===== src/rtl/fifo_rd_pkg.sv =====
// Shared definitions for the FIFO read-side stream engine.
//  - rd_state_e : reader FSM encoding (IDLE / RUN / DRAIN)
//  - DEF_*      : default data width, packet length and packet-counter width
//  - credit_ok  : true when one more FIFO read cannot overflow the 2-entry output buffer
package fifo_rd_pkg;

    typedef enum logic [1:0] {
        ST_IDLE  = 2'd0,
        ST_RUN   = 2'd1,
        ST_DRAIN = 2'd2
    } rd_state_e;

    localparam int DEF_DATA_W  = 8;
    localparam int DEF_PKT_LEN = 4;
    localparam int DEF_CNT_W   = 8;

    // Words already owned by the reader (buffered + in flight) after this cycle's pop.
    // A new read is allowed only while that total is below the buffer depth of 2.
    // pop is only ever 1 when occ is non-zero, so the subtraction cannot underflow.
    function automatic logic credit_ok(input logic [1:0] occ, input logic inflight, input logic pop);
        logic [2:0] used;
        used = {1'b0, occ} + {2'b00, inflight} - {2'b00, pop};
        return (used < 3'd2);
    endfunction

endpackage


===== src/rtl/stream_skid_buf2.sv =====
// Two-entry in-order output buffer for the stream reader.
// Ports:
//  clk, rst          clock / asynchronous active-low reset
//  push_i, push_data_i  write a word at the tail
//  pop_i             remove the head word (ignored when empty)
//  head_data_o       current head word (zero after reset)
//  occ_o             number of stored words, 0..2
module stream_skid_buf2 #(
    parameter int W = 8
) (
    input  logic         clk,
    input  logic         rst,
    input  logic         push_i,
    input  logic [W-1:0] push_data_i,
    input  logic         pop_i,
    output logic [W-1:0] head_data_o,
    output logic [1:0]   occ_o
);

    logic [W-1:0] head_q, head_d;
    logic [W-1:0] tail_q, tail_d;
    logic [1:0]   occ_q,  occ_d;
    logic         push_ok_s;
    logic         pop_ok_s;

    // Next-state for the two storage slots; head always holds the oldest word.
    always_comb begin
        pop_ok_s  = pop_i & (occ_q != 2'd0);
        push_ok_s = push_i & ((occ_q != 2'd2) | pop_ok_s);
        head_d    = head_q;
        tail_d    = tail_q;
        occ_d     = occ_q;
        case ({push_ok_s, pop_ok_s})
            2'b10: begin
                if (occ_q == 2'd0) begin
                    head_d = push_data_i;
                end else begin
                    tail_d = push_data_i;
                end
                occ_d = occ_q + 2'd1;
            end
            2'b01: begin
                head_d = tail_q;
                occ_d  = occ_q - 2'd1;
            end
            2'b11: begin
                // Occupancy unchanged; the older stored word (if any) moves to the head.
                if (occ_q == 2'd1) begin
                    head_d = push_data_i;
                end else begin
                    head_d = tail_q;
                    tail_d = push_data_i;
                end
            end
            default: begin
                occ_d = occ_q;
            end
        endcase
    end

    // Storage and occupancy registers.
    always_ff @(posedge clk or negedge rst) begin
        if (!rst) begin
            head_q <= '0;
            tail_q <= '0;
            occ_q  <= 2'd0;
        end else begin
            head_q <= head_d;
            tail_q <= tail_d;
            occ_q  <= occ_d;
        end
    end

    assign head_data_o = head_q;
    assign occ_o       = occ_q;

endmodule


===== src/rtl/fifo_stream_reader.sv =====
// Read-side engine for the 16x8 synchronous FIFO: pulls words through the FIFO's
// registered read port and presents them as a valid/ready stream with packet framing.
// Ports:
//  clk, rst      clock / asynchronous active-low reset
//  enable        1 = fetch from the FIFO, 0 = stop fetching and drain
//  fifo_empty    FIFO empty flag
//  fifo_rd_en    FIFO read request (combinational)
//  fifo_rd_data  FIFO read data, valid the cycle after an accepted read
//  m_valid, m_data, m_last, m_ready   output stream with end-of-packet marker
//  pkt_cnt       completed packets, wraps
//  busy          reader not idle
module fifo_stream_reader
    import fifo_rd_pkg::*;
#(
    parameter int DATA_W  = DEF_DATA_W,
    parameter int PKT_LEN = DEF_PKT_LEN,
    parameter int CNT_W   = DEF_CNT_W
) (
    input  logic              clk,
    input  logic              rst,
    input  logic              enable,
    input  logic              fifo_empty,
    output logic              fifo_rd_en,
    input  logic [DATA_W-1:0] fifo_rd_data,
    output logic              m_valid,
    output logic [DATA_W-1:0] m_data,
    output logic              m_last,
    input  logic              m_ready,
    output logic [CNT_W-1:0]  pkt_cnt,
    output logic              busy
);

    localparam logic [7:0] LAST_BEAT = 8'(PKT_LEN - 1);

    rd_state_e         state_q, state_d;
    logic              inflight_q;
    logic [7:0]        beat_q, beat_d;
    logic [CNT_W-1:0]  pkt_q, pkt_d;
    logic [1:0]        occ_s;
    logic [DATA_W-1:0] head_s;
    logic              valid_s;
    logic              pop_s;
    logic              rd_en_s;
    logic              at_last_s;

    assign valid_s   = (occ_s != 2'd0);
    assign pop_s     = valid_s & m_ready;
    assign at_last_s = (beat_q == LAST_BEAT);
    assign rd_en_s   = (state_q == ST_RUN) & enable & ~fifo_empty & credit_ok(occ_s, inflight_q, pop_s);

    // The word read last cycle arrives now and is pushed straight into the buffer.
    stream_skid_buf2 #(
        .W (DATA_W)
    ) u_buf (
        .clk         (clk),
        .rst         (rst),
        .push_i      (inflight_q),
        .push_data_i (fifo_rd_data),
        .pop_i       (pop_s),
        .head_data_o (head_s),
        .occ_o       (occ_s)
    );

    // Reader FSM next state; DRAIN waits for every owned word to leave before idling.
    always_comb begin
        state_d = state_q;
        case (state_q)
            ST_IDLE: begin
                if (enable) begin
                    state_d = ST_RUN;
                end else begin
                    state_d = ST_IDLE;
                end
            end
            ST_RUN: begin
                if (!enable) begin
                    state_d = ST_DRAIN;
                end else begin
                    state_d = ST_RUN;
                end
            end
            ST_DRAIN: begin
                if (enable) begin
                    state_d = ST_RUN;
                end else if ((occ_s == 2'd0) && !inflight_q) begin
                    state_d = ST_IDLE;
                end else begin
                    state_d = ST_DRAIN;
                end
            end
            default: begin
                state_d = ST_IDLE;
            end
        endcase
    end

    // Packet framing: beat position and completed-packet count advance on each accepted beat.
    always_comb begin
        beat_d = beat_q;
        pkt_d  = pkt_q;
        if (pop_s) begin
            if (at_last_s) begin
                beat_d = 8'd0;
                pkt_d  = pkt_q + CNT_W'(1);
            end else begin
                beat_d = beat_q + 8'd1;
            end
        end else begin
            beat_d = beat_q;
        end
    end

    // State, in-flight flag and framing counters.
    always_ff @(posedge clk or negedge rst) begin
        if (!rst) begin
            state_q    <= ST_IDLE;
            inflight_q <= 1'b0;
            beat_q     <= 8'd0;
            pkt_q      <= '0;
        end else begin
            state_q    <= state_d;
            inflight_q <= rd_en_s;
            beat_q     <= beat_d;
            pkt_q      <= pkt_d;
        end
    end

    assign fifo_rd_en = rd_en_s;
    assign m_valid    = valid_s;
    assign m_data     = head_s;
    assign m_last     = valid_s & at_last_s;
    assign pkt_cnt    = pkt_q;
    assign busy       = (state_q != ST_IDLE);

endmodule

===== config.mk =====
export PLATFORM = sky130hd
export DESIGN_NAME = fifo_stream_reader
export DESIGN_NICKNAME = d
export VERILOG_FILES = /design/src/rtl/fifo_rd_pkg.sv /design/src/rtl/stream_skid_buf2.sv /design/src/rtl/fifo_stream_reader.sv
export SDC_FILE = /design/constraint.sdc
export NUM_CORES = 1
export LEC_CHECK = 0
export BUFFER_PORTS_ARGS = -buffer_cell sky130_fd_sc_hd__clkbuf_2
export CAP_MARGIN = 20
export CORE_MARGIN = 2
export CORE_UTILIZATION = 25
export CTS_BUF_LIST = sky130_fd_sc_hd__clkbuf_2
export DETAILED_ROUTE_END_ITERATION = 10
export MAX_ROUTING_LAYER = met4
export PLACE_DENSITY = 0.54
export RECOVER_POWER = 100
export SKIP_LAST_GASP = 1
export SLEW_MARGIN = 20
export SYNTH_ARGS = -nofsm -noshare
export SYNTH_HDL_FRONTEND = slang
export SYNTH_SLANG_ARGS = --single-unit
export TNS_END_PERCENT = 100

===== constraint.sdc =====
create_clock -name clk -period 8.3 [get_ports clk]
set_clock_uncertainty 0.1 [all_clocks]
set_input_delay 2.075 -clock clk [delete_from_list [all_inputs] [get_ports clk]]
set_output_delay 2.075 -clock clk [all_outputs]
set_load 0.005 [all_outputs]

==> impl_metrics.ini <==
[clock_tree]
post_cts_resize_count = 0
cts_buffer_depth = 2
htree_levels = 2
cts_tree = built
cts_setup_buffers = 0
hold_buffers = 0
clk_latency_ns = 0.39
clk_pin_slew_ns = 0.19
cts-root-buf = clkbuf_2
clock-sinks = 37
cts_buffers = 5

[layout]
layoutNonFillerInstCount = 277
antenna_cells = 0
post-route-cell-area_sq_um = 2010
syn_to_final_growth_pct = 16.1
final_nets = 216
drive_above_1_share = 0.203

[sta]
slew_headroom = -0.315
setup_viol_count_final = 0
period_share = 0.745
fmax_mhz = 162
worst-slew-pin-transition_ns = 1.97
tns_ns = 0
finalHoldViolations = 0
finalMaxSlewViolations = 38
final.min_clock_period_ns = 6.19
fin_ws_ns = 2.11
rsz0062_at_grt = no
hold_ws_ns = 0.383

[critical_path]
path_common_cell = nand2b_1
crit_path_end_kind = primary output
worstSetupPathType = in -> out
crit_arrival_ns = 4.01
crit_fanout = 8
crit_chain = clkbuf_1 -> nand2b_1 -> inv_1 -> ha_1 -> nand2b_1 -> fa_1 -> xor2_1 -> nor3_1 -> clkbuf_2
critical-path-slowest-cell = fa_1
start_kind = input port
reg2regPathDepth = 9
r2r-start = u_buf.occ_o[1]
slowest_delay_ns = 0.38
cp.required_ns = 6.12
crit_family = adder cells
startpoint = m_ready
worst-path-buf-inv = 3
worstReg2RegEnd = inflight_q
r2r_slack_ns = 5.59

[hold_path]
hp-start = beat_q[7]
hp-class = reg -> reg
whs_path_depth = 1
hold_path_end = beat_q[7]

[synth]
yosysWarningCount = 0
synth_nets = 180
synth_cells = 160
yosysSeqAreaShare = 0.534
synth_area_sq_um = 1740
synth.distinct_cells = 37
ys_ff_latch = 37
syn-mean-instance-area_sq_um = 10.8

[detailed_routing]
wl_per_cell_microns = 12.0
vias_per_cell = 4.47
initialDrtViolationCount = 61
wl_mm = 3.33
firstDrtPassIters = 4
ant_nets = 0
vias = 1239
drc = 0

[global_routing]
grt_pass1_vias = 1230
grt_pass1_wl_mm = 5.78
antenna_found_initial = 0
grt_max_degree = 38
grt_use_total = 0.101
gr-total-overflow = 0

[power_and_ir_drop]
power.density_nw_per_um2 = 278
ir_drop_v = 0.0000647
leakagePower_nw = 0.968

[floorplan]
fp.dieW_microns = 87.3
die_area_sq_um = 7620
start_util = 0.257
die-height_microns = 87.3
coreArea_sq_um = 6760
ios = 33
num_rows = 30

[placement]
hpwl_mm = 2.45
placed_cells = 269
place.gp.congestion = 0.736
post_dp_cell_area_sq_um = 1990
port_buffers = 32
post-place-ws_ns = 2.19

[flow_run]
cap_violations = 1

[status]
failed_checks = capacitance limit, slew limit
status = complete, but fails checks
-- cell usage in the layout (no fill, tap or decap), drive strengths merged, types with 2 or more instances in the layout --
master and count:
ha 6, nor2 4, o21ai 16, nand3b 2
xnor2 10, nand2 18, nand2b 3, clkbuf 38
xor2 3, or2 3, dfrtp 37, a21oi 4
a22oi 6, mux2 3, nor3 3, nand4 3
and3 2, nand3 5, mux2i 2, and4 2
inv 12, a21o 2
-- cell usage after synthesis --
master,count,area (sq um)
xor2_1,3,26.3
or2_2,3,18.8
a31oi_1,1,6.26
or3_1,1,6.26
a21o_1,2,15.0
and4_1,2,17.5
a211oi_1,1,7.51
fa_1,1,20.0
nand3_1,5,25.0
buf_2,1,5.00
inv_2,1,3.75
and3_2,1,7.51
a21boi_0,1,7.51
o311ai_0,1,8.76
mux2_2,3,33.8
and3_1,1,6.26
nand3b_1,2,15.0
nor3_4,1,16.3
a21oi_1,3,15.0
nand2_1,18,67.6
nand4_1,3,18.8
inv_1,11,41.3
a21oi_2,1,8.76
clkbuf_1,3,11.3
ha_1,6,75.1
o211ai_1,1,7.51
xnor2_1,10,87.6
nand2b_1,3,18.8
mux2i_1,2,20.0
nor2_1,4,15.0
nor4_4,1,21.3
dfrtp_1,37,926
nor3_1,2,10.0
a22oi_1,6,45.0
o21ai_0,16,80.1
or4_4,1,11.3
o2111ai_1,1,8.76
-- registers in the layout (all words and copies together), names as in the netlist --
name	count
state_q	2
u_buf.head_data_o	8
inflight_q	1
u_buf.occ_o	2
beat_q	8
u_buf.tail_q	8
pkt_cnt	8
-- stage by stage --
step	power [W]	utilization
3_5_place_dp	0.000465	0.294
5_1_grt	0.000614	0.298
4_1_cts	0.000584	0.305
6_report	0.000560	0.298
2_1_floorplan	0.000402	-
3_3_place_gp	0.000461	0.294
-- final cells by class --
| class | instances | area (sq um) |
|---|---|---|
| Clock buffer | 5 | 25.0 |
| Timing Repair Buffer | 33 | 154 |
| Clock inverter | 3 | 46.3 |
| Tap cell | 80 | 100 |
| Fill cell | 750 | 4740 |
| Inverter | 12 | 45.0 |
| Multi-Input combinational cell | 107 | 718 |
| Sequential cell | 37 | 926 |
-- per-layer routing --
| metal | share of wire | GRT usage | vias up |
|---|---|---|---|
| met2 | 0.50 | 0.157 | 22 |
| met5 | 0 | - | - |
| li1 | - | - | 627 |
| met4 | 0.0060 | 0.0420 | 0 |
| met3 | 0.047 | 0.0284 | 2 |
| met1 | 0.44 | 0.124 | 588 |
-- where the power goes --
part | switching (W) | internal, W
Sequential | 0.0000409 | 0.000233
Combinational | 0.0000926 | 0.0000785
Clock | 0.0000643 | 0.0000513
-- worst max-delay path by stage --
stage,cells after the start,slack [ns],end
global placement,9,2.26,fifo_rd_en
finish,9,2.11,fifo_rd_en
global route,9,1.93,fifo_rd_en
floorplan,8,2.60,fifo_rd_en
CTS,9,2.19,fifo_rd_en
detailed placement,9,2.19,fifo_rd_en
-- cell families (layout without fill, tap and decap cells) --
group	count (synthesis)	after routing	share of synthesized area
DFF	37	37	0.534
AOI/OAI and AO/OA	34	34	0.121
and+or+nand+nor	48	48	0.159
buffers and inverters	16	53	0.0353
adders and majority gates	7	7	0.0548
xor gates and xnor gates	13	13	0.0656
muxes	5	5	0.0310
Power figures use the tool's default switching activity.
